`src/rtl/imem_loader.sv`:
```
// Boot-time instruction memory loader: assembles a little-endian byte stream into
// 32-bit words, writes them to instruction memory and holds the core in reset meanwhile.
module imem_loader #(
  parameter int MEM_DEPTH = 64,
  parameter int ADDR_W    = 6
) (
  input  logic              clk_i,
  input  logic              rst_n_i,
  input  logic              start_i,
  input  logic [ADDR_W:0]   num_words_i,
  input  logic              abort_i,
  input  logic              byte_valid_i,
  input  logic [7:0]        byte_data_i,
  output logic              byte_ready_o,
  output logic              mem_we_o,
  output logic [31:0]       mem_addr_o,
  output logic [31:0]       mem_wdata_o,
  output logic              cpu_hold_o,
  output logic              busy_o,
  output logic              done_o,
  output logic              err_o
);

  // state   | meaning
  // IDLE    | no load since reset or last abort
  // COLLECT | accepting bytes of the current word
  // WRITE   | one-cycle memory write of the assembled word
  // DONE    | last load completed
  typedef enum logic [1:0] {
    S_IDLE    = 2'd0,
    S_COLLECT = 2'd1,
    S_WRITE   = 2'd2,
    S_DONE    = 2'd3
  } state_t;

  localparam logic [ADDR_W:0] ONE       = 1;
  localparam logic [ADDR_W:0] MAX_WORDS = MEM_DEPTH;

  state_t            state_q, state_d;
  logic [ADDR_W:0]   word_idx_q, word_idx_d;
  logic [ADDR_W:0]   num_q, num_d;
  logic [1:0]        byte_cnt_q, byte_cnt_d;
  logic [23:0]       word_q, word_d;
  logic [31:0]       addr_q, addr_d;
  logic [31:0]       wdata_q, wdata_d;
  logic              done_q, done_d;
  logic              err_q, err_d;
  logic [ADDR_W:0]   idx_inc;

  assign idx_inc = word_idx_q + ONE;

  always_comb begin
    state_d      = state_q;
    word_idx_d   = word_idx_q;
    num_d        = num_q;
    byte_cnt_d   = byte_cnt_q;
    word_d       = word_q;
    addr_d       = addr_q;
    wdata_d      = wdata_q;
    done_d       = done_q;
    err_d        = err_q;
    byte_ready_o = 1'b0;
    mem_we_o     = 1'b0;
    busy_o       = 1'b0;

    case (state_q)
      S_IDLE, S_DONE: begin
        if (start_i) begin
          done_d = 1'b0;
          if ((num_words_i == '0) || (num_words_i > MAX_WORDS)) begin
            err_d = 1'b1;
          end else begin
            err_d      = 1'b0;
            num_d      = num_words_i;
            word_idx_d = '0;
            byte_cnt_d = '0;
            state_d    = S_COLLECT;
          end
        end
      end

      S_COLLECT: begin
        busy_o       = 1'b1;
        byte_ready_o = 1'b1;
        if (abort_i) begin
          byte_cnt_d = '0;
          done_d     = 1'b0;
          state_d    = S_IDLE;
        end else if (byte_valid_i) begin
          byte_cnt_d = byte_cnt_q + 2'd1;
          case (byte_cnt_q)
            2'd0: word_d[7:0]   = byte_data_i;
            2'd1: word_d[15:8]  = byte_data_i;
            2'd2: word_d[23:16] = byte_data_i;
            default: begin
              // Latch the write port now so address/data are stable through WRITE and after it.
              wdata_d = {byte_data_i, word_q};
              addr_d  = {{(30-ADDR_W){1'b0}}, word_idx_q[ADDR_W-1:0], 2'b00};
              state_d = S_WRITE;
            end
          endcase
        end
      end

      S_WRITE: begin
        busy_o = 1'b1;
        if (abort_i) begin
          byte_cnt_d = '0;
          done_d     = 1'b0;
          state_d    = S_IDLE;
        end else begin
          mem_we_o   = rst_n_i;
          word_idx_d = idx_inc;
          if (idx_inc == num_q) begin
            done_d  = 1'b1;
            state_d = S_DONE;
          end else begin
            state_d = S_COLLECT;
          end
        end
      end

      default: state_d = S_IDLE;
    endcase
  end

  always_ff @(posedge clk_i) begin
    if (!rst_n_i) begin
      state_q    <= S_IDLE;
      word_idx_q <= '0;
      num_q      <= '0;
      byte_cnt_q <= '0;
      word_q     <= '0;
      addr_q     <= '0;
      wdata_q    <= '0;
      done_q     <= 1'b0;
      err_q      <= 1'b0;
    end else begin
      state_q    <= state_d;
      word_idx_q <= word_idx_d;
      num_q      <= num_d;
      byte_cnt_q <= byte_cnt_d;
      word_q     <= word_d;
      addr_q     <= addr_d;
      wdata_q    <= wdata_d;
      done_q     <= done_d;
      err_q      <= err_d;
    end
  end

  assign mem_addr_o  = addr_q;
  assign mem_wdata_o = wdata_q;
  assign cpu_hold_o  = busy_o;
  assign done_o      = done_q;
  assign err_o       = err_q;

endmodule

```
`config.mk`:
```
export PLATFORM = sky130hd
export DESIGN_NAME = imem_loader
export DESIGN_NICKNAME = d
export VERILOG_FILES = /design/src/rtl/imem_loader.sv
export SDC_FILE = /design/constraint.sdc
export NUM_CORES = 1
export LEC_CHECK = 0
export ABC_AREA = 1
export CORE_MARGIN = 1
export CORE_UTILIZATION = 52
export DETAILED_ROUTE_END_ITERATION = 10
export GPL_TIMING_DRIVEN = 1
export PLACE_DENSITY = 0.84
export SKIP_LAST_GASP = 1
export SLEW_MARGIN = 15
export SYNTH_ARGS = -nofsm -noshare
export SYNTH_HDL_FRONTEND = slang
export SYNTH_SLANG_ARGS = --single-unit
```
`constraint.sdc`:
```
create_clock -name clk_i -period 4.2 [get_ports clk_i]
set_clock_uncertainty 0.1 [all_clocks]
set_input_delay 0.84 -clock clk_i [delete_from_list [all_inputs] [get_ports clk_i]]
set_output_delay 0.84 -clock clk_i [all_outputs]
set_load 0.05 [all_outputs]
```
# Word-level counts from Yosys, hierarchy flattened
# Index checks and enable logic that the tools add are counted.
# classes
n_addsub	2
magnitude_cmp	1
n_eq_ne	14
muxes	28
bitwise	3
n_reduce_logical	18
# ops
cell	count
AND reduction 4 bit	7
2-to-1 mux 2 bit	12
2-to-1 mux 7 bit	3
case mux 7 bit (2 select lines)	1
case mux 2 bit (3 select lines)	2
!= test 2 bit, second input constant	5
2-to-1 mux 1 bit	9
!= test 3 bit, second input constant	3
adder 7 x 1 -> 7 bit, second input constant	1
equality test 7 bit	1
> comparator 7 bit, second input constant	1
zero test 7 bit	1
equality test 2 bit, second input constant	3
AND reduction 3 bit	2
equality test 2 x 1 -> 1 bit, second input constant	2
zero test 2 bit	2
OR reduction 2 bit	2
NOT 1 bit	3
case mux 1 bit (3 select lines)	1
OR reduction 3 bit	1
adder 2 x 1 -> 2 bit, second input constant	1
AND reduction 2 bit	1
nonzero test 2 bit	1
logical OR 1 bit	1
# word_totals
ff_bits	82
inputBits	20
word_cells	77

# Depth between registers and ports, before layout
# logic_depth
depth_word	6
depth_mapped	13

# Worst setup path after synthesis
# Ideal clock, no wire load.
# synth_timing
path_type	input to output
from	input rst_n_i
to	output mem_we_o
arrival_time_ns	1.889
setup_slack_ns	1.371
path_stages	3
path_cell_list	clkbuf_1 -> inv_1 -> nor2_1
# synth_between
elab_chain_cells	2
# synth_lines
element	line_no	text
start, declared	8	input logic rst_n_i,
2-to-1 mux 1 bit	107	if (abort_i) begin
2-to-1 mux 1 bit	66	case (state_q)
end, declared	15	output logic mem_we_o,
# Every way passes these cells.

# Worst setup path after layout
# layout_timing
from	input abort_i
to	output mem_we_o
# layout_between
elab_chain_cells	2
# layout_lines
element	line_no	text
start, declared	11	input logic abort_i,
2-to-1 mux 1 bit	107	
2-to-1 mux 1 bit	66	
# Every way passes these cells.

==> metrics.cfg <==
[status]
status=finished with violations
violations=design-rule violations

[routing]
via_count=3158
drtIter0Drc=193
wire_per_inst_um=12.5
drt_drc_violations_left=9
vias_per_cell=5.15
totalWireLength_mm=7.66
ant_nets=0
drtPass1Iterations=9

[floorplanning]
die_h_um=84.3
core_um2=6460
die_w_um=84.3
ios=90
rows=29
die_area_um2=7110
start_util=0.546

[placement]
placed_area_um2=4080
placed_cells=597
dp_hpwl_mm=5.22
gp_congestion=0.848
port_buffers=63

[synthesis]
synth_top_area_frac=0.466
yosys-top-cells-count=nor2_1 (132), dfxtp_1 (82), o21ai_0 (76)
synth_edf_count=0
yosysTopAreaCell=dfxtp_1
ys_seq_area_frac=0.466
async_flop_share=0
synthCells=474
synth_area_leaders=dfxtp_1 (47%), nor2_1 (14%), o21ai_0 (11%), buf_4 (5.8%), nand2_1 (4.6%)
synth_seq_cells=82
synthesis.area_um2=3520
synthFlopType=dfxtp_1
synth_area_per_cell_um2=7.44
ys_types=29
synth_warnings=0
post-synth-top-count-cell=nor2_1

[setup_path]
r2r_cells=10
path_max_fanout=4
arrival_ns=2.47
cp-end-kind=output port
rrSetupSlack_ns=1.82
crit_type=in2out
reg2reg_from=state_q[1]
crit_path_top_delay_cell=clkdlybuf4s50_1
cp_common_cell=clkdlybuf4s50_1
crit_required_ns=3.26
path_cells=clkdlybuf4s50_1, nor2_4, inv_1, nor2_1, clkdlybuf4s50_1
cp-start-kind=primary input
cp_top_family=buffers and inverters
rr_endpoint=mem_wdata_o[7]
worst_path_largest_cell_delay_ns=0.81
cp.buffers_inverters=3

[global_routing]
grt_max_degree=77
grt_use_total=0.231
grt_pass1_vias=2880
grt_pass1_wl_mm=13.1
antenna_found_initial=0
grt-ovfl-total=0

[finish]
fin_area_um2=4280
final_layout_size_suffix_gt1_frac=0.0709
nNetsFinal=558
syn_to_final_growth_pct=21.3
num_antenna_cells=0
finalNonFillerCells=613

[power]
p_total_mw=1.72
p_switching_mw=0.541
pwr-share-comb=0.177
seqPwrFrac=0.485
p_leak_nw=1.84
clockPowerShare=0.338
p_int_mw=1.18
pwr_density_cell_nw_per_um2=402
swShare=0.315
ir_drop_mv=0.345

[clocking]
ctsResizeCount=0
tritoncts=yes
clockRootBuffer=clkbuf_8
cts_sinks=82
post-cts-setup-buffer-count=0
cts_buffer_depth=2
cts_htree_levels=3
clock_latency_ns=0.35
ctsHoldBuffers=0
cts.clk_slew.worst_paths_ns=0.09
cts_buffers=9

[timing]
setup_violations=0
tightest_slew_ns=0.983
rsz0062_at_grt=false
max_freq_mhz=293
hold_viol=0
min_period_over_period=0.812
period_needed_ns=3.41
slew_violations=0
fin_hold_ws_ns=0.368
final.setup.tns_ns=0
relSlewSlack=0.344

[flow_run]
maxCapViolCount=0

[min_path]
holdCritPathClass=reg2reg
whs_path_depth=2
hold_start=done_o
whs_endpoint=done_o

==> placed cells by master, fill, tap and decap left out, types with 4 or more instances in the layout <==
cell type        instances
a21oi_1                 22
clkbuf_8                 9
clkdlybuf4s50_1         62
conb_1                  26
dfxtp_1                 82
ha_1                     7
inv_1                   28
inv_2                    6
nand2_1                 43
nand3_1                 12
nor2_1                 132
nor2_4                   4
o21ai_0                 76
==> worst min-delay path, cell delays in order, from the launching register on <==
cell and delay [ns]:
dfxtp_1 0.32, inv_1 0.05, a21oi_1 0.06
==> flip-flops by register name, indices dropped and copies added, names as in the netlist <==
register     flops
num_q            7
word_idx_q       7
done_o           1
state_q          2
mem_addr_o       6
mem_wdata_o     32
word_q          24
byte_cnt_q       2
err_o            1
==> power by group through the flow <==
stage,Combinational [mW],Sequential [mW],Clock (mW)
floorplan,0.246,0.854,0
global placement,0.294,0.848,0
detailed placement,0.301,0.850,0
CTS,0.303,0.832,0.586
global route,0.335,0.837,0.624
finish,0.304,0.833,0.581
==> stage by stage <==
stage / util / setup slack (ns)
after floorplan: - / 1.37
after global placement: 0.631 / 0.824
after detailed placement: 0.631 / 0.804
after CTS: 0.662 / 0.791
after global routing: 0.662 / 0.684
final: 0.662 / 0.788
==> worst max path at each step <==
stage	startpoint	cells after the start	slack, ns	endpoint
after floorplan	rst_n_i	3	1.37	mem_we_o
after global placement	abort_i	5	0.82	mem_we_o
after detailed placement	abort_i	5	0.80	mem_we_o
after CTS	abort_i	5	0.79	mem_we_o
after global routing	abort_i	5	0.68	mem_we_o
final	abort_i	5	0.79	mem_we_o
==> cell type report <==
cell class | instances | area, um^2
clock inverters | 7 | 76.3
multi-input cells | 339 | 1570
fillers | 555 | 2180
well taps | 77 | 96.3
inverters | 34 | 128
repair buffers | 65 | 641
flip-flops and latches | 82 | 1640
clock buffers | 9 | 124
==> logic make-up after synthesis <==
logic type               count (synthesis)  synth area share
AND/OR/NAND/NOR                        201             0.235
AO/OA/AOI/OAI                          102             0.150
flip-flops                              82             0.466
buffers and inverters                   78             0.116
adder cells (fa/ha/maj)                  7            0.0248
XOR/XNOR                                 3           0.00746
other                                    1           0.00106
==> per-layer routing <==
layer  GRT usage  part of all wire  vias up
li1            -                 -     1576
met1       0.283              0.43     1449
met2       0.387              0.48      108
met3      0.0560             0.054       25
met4       0.102             0.030        0
met5           0                 0        -
Note: power is estimated with default switching activity, not from simulation.
